--- src/rtl/fetch_pc_gen.sv ---
// fetch_pc_gen: owns the fetch PC, drives the imem request and presents instructions to decode.
// Optional: FETCH_MISALIGN_CHECK_EN drops misaligned redirects and pulses misalign_err.
module fetch_pc_gen #(
    parameter int                  WordSize    = 32,
    parameter logic [WordSize-1:0] ResetVector = '0
) (
    input  logic                clk,
    input  logic                rst,
    input  logic                redirect_valid,
    input  logic [WordSize-1:0] redirect_addr,
    output logic                imem_req,
    output logic [WordSize-1:0] imem_addr,
    input  logic                imem_ack,
    input  logic [31:0]         imem_rdata,
    output logic                if_valid,
    output logic [WordSize-1:0] if_pc,
    output logic [31:0]         if_instr,
    input  logic                if_ready
`ifdef FETCH_MISALIGN_CHECK_EN
    ,
    output logic                misalign_err
`endif
);

    typedef enum logic [1:0] {
        IDLE,
        REQ,
        HOLD,
        DRAIN
    } state_t;

    state_t              state;
    logic [WordSize-1:0] pc;
    logic [WordSize-1:0] req_addr;
    logic [WordSize-1:0] pc_next;
    logic [WordSize-1:0] tgt;
    logic                take;

    assign pc_next = pc + WordSize'(4);

`ifdef FETCH_MISALIGN_CHECK_EN
    assign take = redirect_valid && (redirect_addr[1:0] == 2'b00);
    assign tgt  = redirect_addr;

    always_ff @(posedge clk or posedge rst) begin
        if (rst) misalign_err <= 1'b0;
        else     misalign_err <= redirect_valid && (redirect_addr[1:0] != 2'b00);
    end
`else
    assign take = redirect_valid;
    assign tgt  = {redirect_addr[WordSize-1:2], 2'b00};
`endif

    assign imem_req  = (state == REQ) || (state == DRAIN);
    assign if_valid  = (state == HOLD);
    assign imem_addr = req_addr;

    always_ff @(posedge clk or posedge rst) begin
        if (rst) begin
            state    <= IDLE;
            pc       <= ResetVector;
            req_addr <= ResetVector;
            if_pc    <= ResetVector;
            if_instr <= '0;
        end else if (take) begin
            // Redirect wins; an in-flight request to a stale PC must drain first.
            pc <= tgt;
            unique case (state)
                IDLE, HOLD: begin
                    state    <= REQ;
                    req_addr <= tgt;
                end
                REQ: begin
                    if (imem_ack) req_addr <= tgt;
                    else          state    <= DRAIN;
                end
                DRAIN: begin
                    if (imem_ack) begin
                        state    <= REQ;
                        req_addr <= tgt;
                    end
                end
            endcase
        end else begin
            unique case (state)
                IDLE: begin
                    state    <= REQ;
                    req_addr <= pc;
                end
                REQ: begin
                    if (imem_ack) begin
                        if_instr <= imem_rdata;
                        if_pc    <= req_addr;
                        state    <= HOLD;
                    end
                end
                HOLD: begin
                    if (if_ready) begin
                        pc       <= pc_next;
                        req_addr <= pc_next;
                        state    <= REQ;
                    end
                end
                DRAIN: begin
                    if (imem_ack) begin
                        req_addr <= pc;
                        state    <= REQ;
                    end
                end
            endcase
        end
    end

endmodule

--- config.mk ---
export PLATFORM = sky130hd
export DESIGN_NAME = fetch_pc_gen
export DESIGN_NICKNAME = d
export VERILOG_FILES = /design/src/rtl/fetch_pc_gen.sv
export SDC_FILE = /design/constraint.sdc
export NUM_CORES = 1
export LEC_CHECK = 0
export CAP_MARGIN = 20
export CORE_MARGIN = 2
export CORE_UTILIZATION = 30
export CTS_CLUSTER_DIAMETER = 30
export DETAILED_ROUTE_END_ITERATION = 7
export PLACE_DENSITY_LB_ADDON = 0.25
export SETUP_SLACK_MARGIN = 0.3
export SLEW_MARGIN = 30
export SYNTH_ARGS = -nofsm -noshare
export SYNTH_HDL_FRONTEND = slang
export SYNTH_SLANG_ARGS = --single-unit
--- constraint.sdc ---
create_clock -name clk -period 5.45 [get_ports clk]
set_input_delay 0.545 -clock clk [delete_from_list [all_inputs] [get_ports clk]]
set_output_delay 0.545 -clock clk [all_outputs]
set_load 0.03 [all_outputs]
==> metrics.txt, run 1 <==
commonest non-fill, non-tap cell in the layout clkdlybuf4s50_1; final setup fails 0; R2R setup slack 2.76 ns; layout cells sized above 1 17.2%; Hold Crit Class reg2reg; # H-tree levels 4; synthesized area 6340 um2; fin. max-slew vios 0; Synth Register Bits 126; number of synthesized flops with an enable pin 0; Worst Min Path Start if_instr[11]; most frequent cells in the layout 163 x clkdlybuf4s50_1, 126 x dfrtp_1, 75 x mux2_2, 55 x nand2_1, 32 x xnor2_1; initial core utilization 30.4%; Syn. warnings 0; clock slew seen by the registers of the worst setup and hold paths 0.06 ns; area leader, netlist dfrtp_1; Post-Syn Instances 591; Iteration-0 DRC Markers 261; Pwr Total 5.02 mW; power per standard cell area 573 nW/um2; Area growth syn-to-layout 38.2%; Worst Path Arrival 2.98 ns; Worst EP required 5.73 ns; Syn Nets 665; Synth Flop Type dfrtp_1; Die ar. 22300 um2; drt drc 0; CTS buffer count 17; CTS resizes 0; Root Driver clkbuf_16; Max Cap Viol 0; P_sw 1.99 mW; Layout Nets 807; drt pass-1 iters 4; worst hold path depth 1; TritonCTS clock tree yes; Reg-to-Reg End imem_addr[20]; vias in the first global route 5101; Max Clk Rate 371 MHz; Final period util 49.4%; reg2reg path depth 8; Setup CP Type reg2reg; vias per cell 4.97; Routed WL 17.2 mm; GR Util All Layers 15.9%; Hold-fix buffers, CTS 0; power share of the clock group 22.4%; Yosys top cell area share 49.7%; P_int 3.03 mW; initial antenna violation count 0; sw frac 39.7%; Reg-to-Reg Start state[0]; post-CTS setup buffer count 0; Final Critical Period 2.69 ns; mean area per synthesized cell 10.7 um2; # IOs 167; Least-Margin Pin Slew 0.805 ns; Die X 149 um; peak supply drop 235 uV; Core ar. 20900 um2; post-synthesis async set-or-reset flop share 100%; Max clock buf depth 2; Final Hold Violating Endpoints 0; leak pwr 3.43 nW; library cells used by synthesis 57; largest net degree at the start of global routing 84; synth top area cells dfrtp_1 50%, mux2_2 13%, xnor2_1 4.4%; post-route ant nets 0; # diodes 0; Setup crit start kind register; Vias 5070; Seq pwr share 31.4%; Routed WL per cell 16.9 um; Rows 53; HPWL after DPL 11.7 mm; first-pass GRT wire length 27.6 mm; Setup Skew 0.00986 ns; Seq/Total Area, Yosys 49.7%; setup TNS 0 ns; total grt overflow 0; Max FO, Critical Path 23; Worst-Skew Late Latency 0.42 ns; GP Congestion 0.847; RSZ-0062 raised after global routing no; Crit. End Element register; clock sinks 126; Die Y 149 um; slew margin rel. 45.9%; outcome completed; Logic pwr share 46.3%; hold path endpoint if_instr[11]; PortBufs 164
-- cell usage after synthesis, drive strengths merged (3+ instances only) --
cell / count
ha: 5
dfrtp: 126
and4: 7
mux2i: 3
and3: 7
nand2: 55
nor3: 16
nor2b: 5
and2: 4
nor2: 29
xor2: 20
nor4: 9
o31ai: 5
mux2: 75
clkbuf: 26
or3: 6
nand4: 21
buf: 22
o21ai: 36
inv: 7
a31oi: 6
xnor2: 32
nand3: 16
a21oi: 18
o221ai: 6
-- flip-flops by register name, summed over array words and instances, names as in the netlist --
register	count
pc	30
if_instr	32
imem_addr	31
if_pc	31
state	2
-- kinds of logic (layout without fill, tap and decap cells) --
group,Yosys count,after routing,share of synthesized area [%]
and+or+nand+nor,185,185,15.5
DFF,126,126,49.7
AOI/OAI and AO/OA,89,89,8.76
muxes,78,78,13.8
buffers and inverters,56,211,4.08
xor gates and xnor gates,52,52,7.18
adders and majority gates,5,5,0.986
-- layer usage --
metal / track usage, % / wire length, um / vias up
li1: - / - / 2397
met1: 21.0 / 7750 / 2482
met2: 24.7 / 7960 / 170
met3: 3.99 / 1200 / 21
met4: 6.76 / 306 / 0
met5: 0 / 0 / -
-- worst max-delay path, stage by stage (launching register included) --
cell and delay [ns]:
dfrtp_1 0.43, inv_1 0.08, ha_1 0.23, buf_4 0.30, inv_1 0.25, or4_1 0.64
o21ai_0 0.18, nor3b_1 0.32, o31ai_1 0.13
-- how the worst max path moves through the flow --
stage	startpoint	end	slack, ns	cells after the start
after floorplan	rst	if_instr[0]	1.55	1
after global placement	if_ready	pc[31]	2.71	6
after detailed placement	redirect_valid	if_instr[22]	2.66	5
after CTS	state[0]	pc[31]	2.76	8
after global routing	state[0]	pc[16]	2.54	8
final	state[0]	imem_addr[20]	2.76	8
-- area by class of cell --
cell class,instances,area (um2)
sequential,126,3150
multi-input combinational,409,2950
clock inverter,13,141
clock buffer,19,443
tap,275,344
timing repair buffer,171,1700
fill,2024,12100
inverter,8,35.0
-- metrics by stage --
step	utilization (%)	std cells	setup slack [ns]	hold slack, ns	area, um2
finish	42.0	1021	2.76	0.501	8770
global route	42.0	1021	2.54	0.516	8770
CTS	41.9	1020	2.76	0.505	8750
detailed placement	39.1	988	2.66	0.492	8160
global placement	39.1	988	2.71	0.485	8160
floorplan	-	591	1.55	0.517	6340
-- power groups by stage --
| stage | registers, mW | logic [mW] | clock network [mW] |
|---|---|---|---|
| final | 1.57 | 2.32 | 1.12 |
| after global routing | 1.64 | 2.47 | 1.20 |
| after CTS | 1.58 | 2.35 | 1.16 |
| after detailed placement | 1.60 | 2.34 | 0 |
| after global placement | 1.57 | 2.31 | 0 |
| after floorplan | 2.21 | 0.725 | 0 |
(Power assumes the default switching activity.)
==> run 2: changes to the inputs <==
==> constraint.sdc (replaced) <==
create_clock -name clk -period 2.5 [get_ports clk]
set_input_delay 0.25 -clock clk [delete_from_list [all_inputs] [get_ports clk]]
set_output_delay 0.25 -clock clk [all_outputs]
set_load 0.03 [all_outputs]
==> run 2 against run 1 <==
  * Hold slack lost 0.22 ns
  * Clock skew down 0.00057 ns
  * Combinational power grew 130%
  * Final cell count rose by 1.6%
  * First-iteration DRC count down 2.3%
  * Count of clock-buffer cells in the layout stayed put
  * Critical endpoint is now imem_addr[8]
==> metrics.txt, run 2 (synthesis gave the netlist of run 1 again) <==
Final Critical Period 2.11 ns (was 2.69 ns); crit path cell chain inv_1, ha_2, nor2b_1, a2111o_1, buf_12, or3_1, o21ai_0, a21oi_1 (was inv_1, ha_1, buf_4, inv_1, or4_1, o21ai_0, nor3b_1, o31ai_1); first-pass GRT wire length 28.4 mm (was 27.6 mm); power per standard cell area 1230 nW/um2 (was 573 nW/um2); number of flip-flops under the largest register name 32 (unchanged); final setup fails 0 (unchanged); peak supply drop 500 uV (was 235 uV); Die Y 149 um (unchanged); Largest delay share family, worst path compound AO/OA/AOI/OAI gates (was simple AND/OR/NAND/NOR gates); Seq pwr share 31.2% (was 31.4%); Hold Crit Class in2async (was reg2reg); post-route ant nets 0 (unchanged); layout cells sized above 1 20.5% (was 17.2%); Max Clk Rate 473 MHz (was 371 MHz); Crit. End Element register (unchanged); Worst Path Arrival 2.40 ns (was 2.98 ns); drt drc 0 (unchanged); Logic pwr share 47.5% (was 46.3%); Root Driver clkbuf_16 (unchanged); outcome completed (unchanged); Worst Setup Slack, final 0.387 ns (was 2.76 ns); Setup crit start kind register (unchanged); vias per cell 4.95 (was 4.97); # IOs 167 (unchanged); drt pass-1 iters 5 (was 4); Layout Nets 823 (was 807); Top reg by flops if_instr (unchanged); initial core utilization 30.4% (unchanged); Max clock buf depth 2 (unchanged); pre-CTS setup slack 0.231 ns (was 2.66 ns); Routed WL 17.8 mm (was 17.2 mm); P_sw 4.42 mW (was 1.99 mW); fin. max-slew vios 0 (unchanged); Final Hold Violating Endpoints 0 (unchanged); initial antenna violation count 0 (unchanged); CP Buf/Inv Count 2 (was 3); Worst-Skew Late Latency 0.42 ns (about the same); Area after DPL 8360 um2 (was 8160 um2); Least-Margin Pin Slew 0.669 ns (was 0.805 ns); vias in the first global route 5278 (was 5101); # H-tree levels 4 (unchanged); Setup CP Type reg2reg (unchanged); Routed WL per cell 17.2 um (was 16.9 um); total grt overflow 0 (unchanged); Max Cap Viol 0 (unchanged); slowest CP cell a2111o_1 (was or4_1); CTS buffer count 17 (unchanged); Die ar. 22300 um2 (unchanged); leak pwr 3.54 nW (was 3.43 nW); Core ar. 20900 um2 (unchanged); PortBufs 164 (unchanged); largest net degree at the start of global routing 44 (was 84); Setup Skew 0.00929 ns (was 0.00986 ns); most frequent cells in the layout 161 x clkdlybuf4s50_1, 125 x dfrtp_1, 75 x mux2_2, 55 x nand2_1, 32 x xnor2_1 (was 163 x clkdlybuf4s50_1, 126 x dfrtp_1, 75 x mux2_2, 55 x nand2_1, 32 x xnor2_1); Hold-fix buffers, CTS 0 (unchanged); TritonCTS clock tree yes (unchanged); slew margin rel. 55.3% (was 45.9%); Iteration-0 DRC Markers 255 (was 261); Area growth syn-to-layout 41.9% (was 38.2%); GR Util All Layers 16.2% (was 15.9%); Vias 5128 (was 5070); GP Congestion 0.867 (was 0.847); Worst EP required 2.79 ns (was 5.73 ns); HPWL after DPL 12.7 mm (was 11.7 mm); # diodes 0 (unchanged); Final period util 84.5% (was 49.4%); clock slew seen by the registers of the worst setup and hold paths 0.06 ns (about the same); power share of the clock group 21.3% (was 22.4%); Max FO, Critical Path 43 (was 23); hold_ws 0.280 ns (was 0.501 ns); commonest non-fill, non-tap cell in the layout clkdlybuf4s50_1 (unchanged); RSZ-0062 raised after global routing yes (was no); clock sinks 126 (unchanged); Die X 149 um (unchanged); fin area 9000 um2 (was 8770 um2); Rows 53 (unchanged); P_int 6.62 mW (was 3.03 mW); sw frac 40.0% (was 39.7%); setup TNS 0 ns (unchanged); CP peak stage delay 0.46 ns (was 0.64 ns)
==> run 2: per-layer routing <==
layer	global-route usage, %	share of wire [%]
met2	26.1	46
met5	0	0
met4	4.81	1.3
met3	4.51	8.2
met1	21.3	45
==> run 2: power groups by stage <==
| stage | Sequential (mW) | Clock, mW | Combinational, mW |
|---|---|---|---|
| 2_1_floorplan | 4.82 | 0 | 1.58 |
| 3_3_place_gp | 3.42 | 0 | 5.20 |
| 3_5_place_dp | 3.47 | 0 | 5.25 |
| 4_1_cts | 3.45 | 2.43 | 5.29 |
| 5_1_grt | 3.58 | 2.51 | 5.60 |
| 6_report | 3.44 | 2.35 | 5.25 |
==> run 2: repair_timing <==
action / CTS / global route
gates resized for setup: 4 / 9
pin swaps: 0 / 1
buffers inserted: 2 / 1
endpoints found under the setup margin: 5 / 20
gates cloned: 0 / 0
==> run 2: cell type report <==
cell class | instances | area [um2]
Clock buffer | 19 | 443
Clock inverter | 13 | 116
Fill cell | 1985 | 11900
Inverter | 8 | 37.5
Multi-Input combinational cell | 409 | 3010
Sequential cell | 126 | 3150
Tap cell | 275 | 344
Timing Repair Buffer | 187 | 1900
==> run 2: final timing paths <==
check                                from       endpoint  slack [ns]  depth (start not counted)
hold reg to reg              if_instr[22]   if_instr[22]        0.50                          1
max in group asynchronous             rst  imem_addr[10]        1.59                          3
hold / removal                        rst   if_instr[23]        0.28                          2
setup / recovery                 state[1]   imem_addr[8]        0.39                          8
setup reg to reg                 state[1]   imem_addr[8]        0.39                          8
min in group clk           redirect_valid  imem_addr[14]        0.34                          3
==> run 2: worst reg2reg max path: cells and delay by family (launching register included) <==
kind | cells | cell delay, ns
DFF | 1 | 0.41
AOI/OAI and AO/OA | 3 | 0.59
adders and majority gates | 1 | 0.22
and+or+nand+nor | 2 | 0.48
buffers and inverters | 2 | 0.28
==> run 2: metrics by stage <==
step / utilization (%) / instances / total power [mW]
3_3_place_gp: 40.0 / 1002 / 8.62
2_1_floorplan: - / 591 / 6.41
3_5_place_dp: 40.0 / 1002 / 8.72
6_report: 43.1 / 1037 / 11.0
4_1_cts: 42.9 / 1036 / 11.2
5_1_grt: 43.1 / 1037 / 11.7
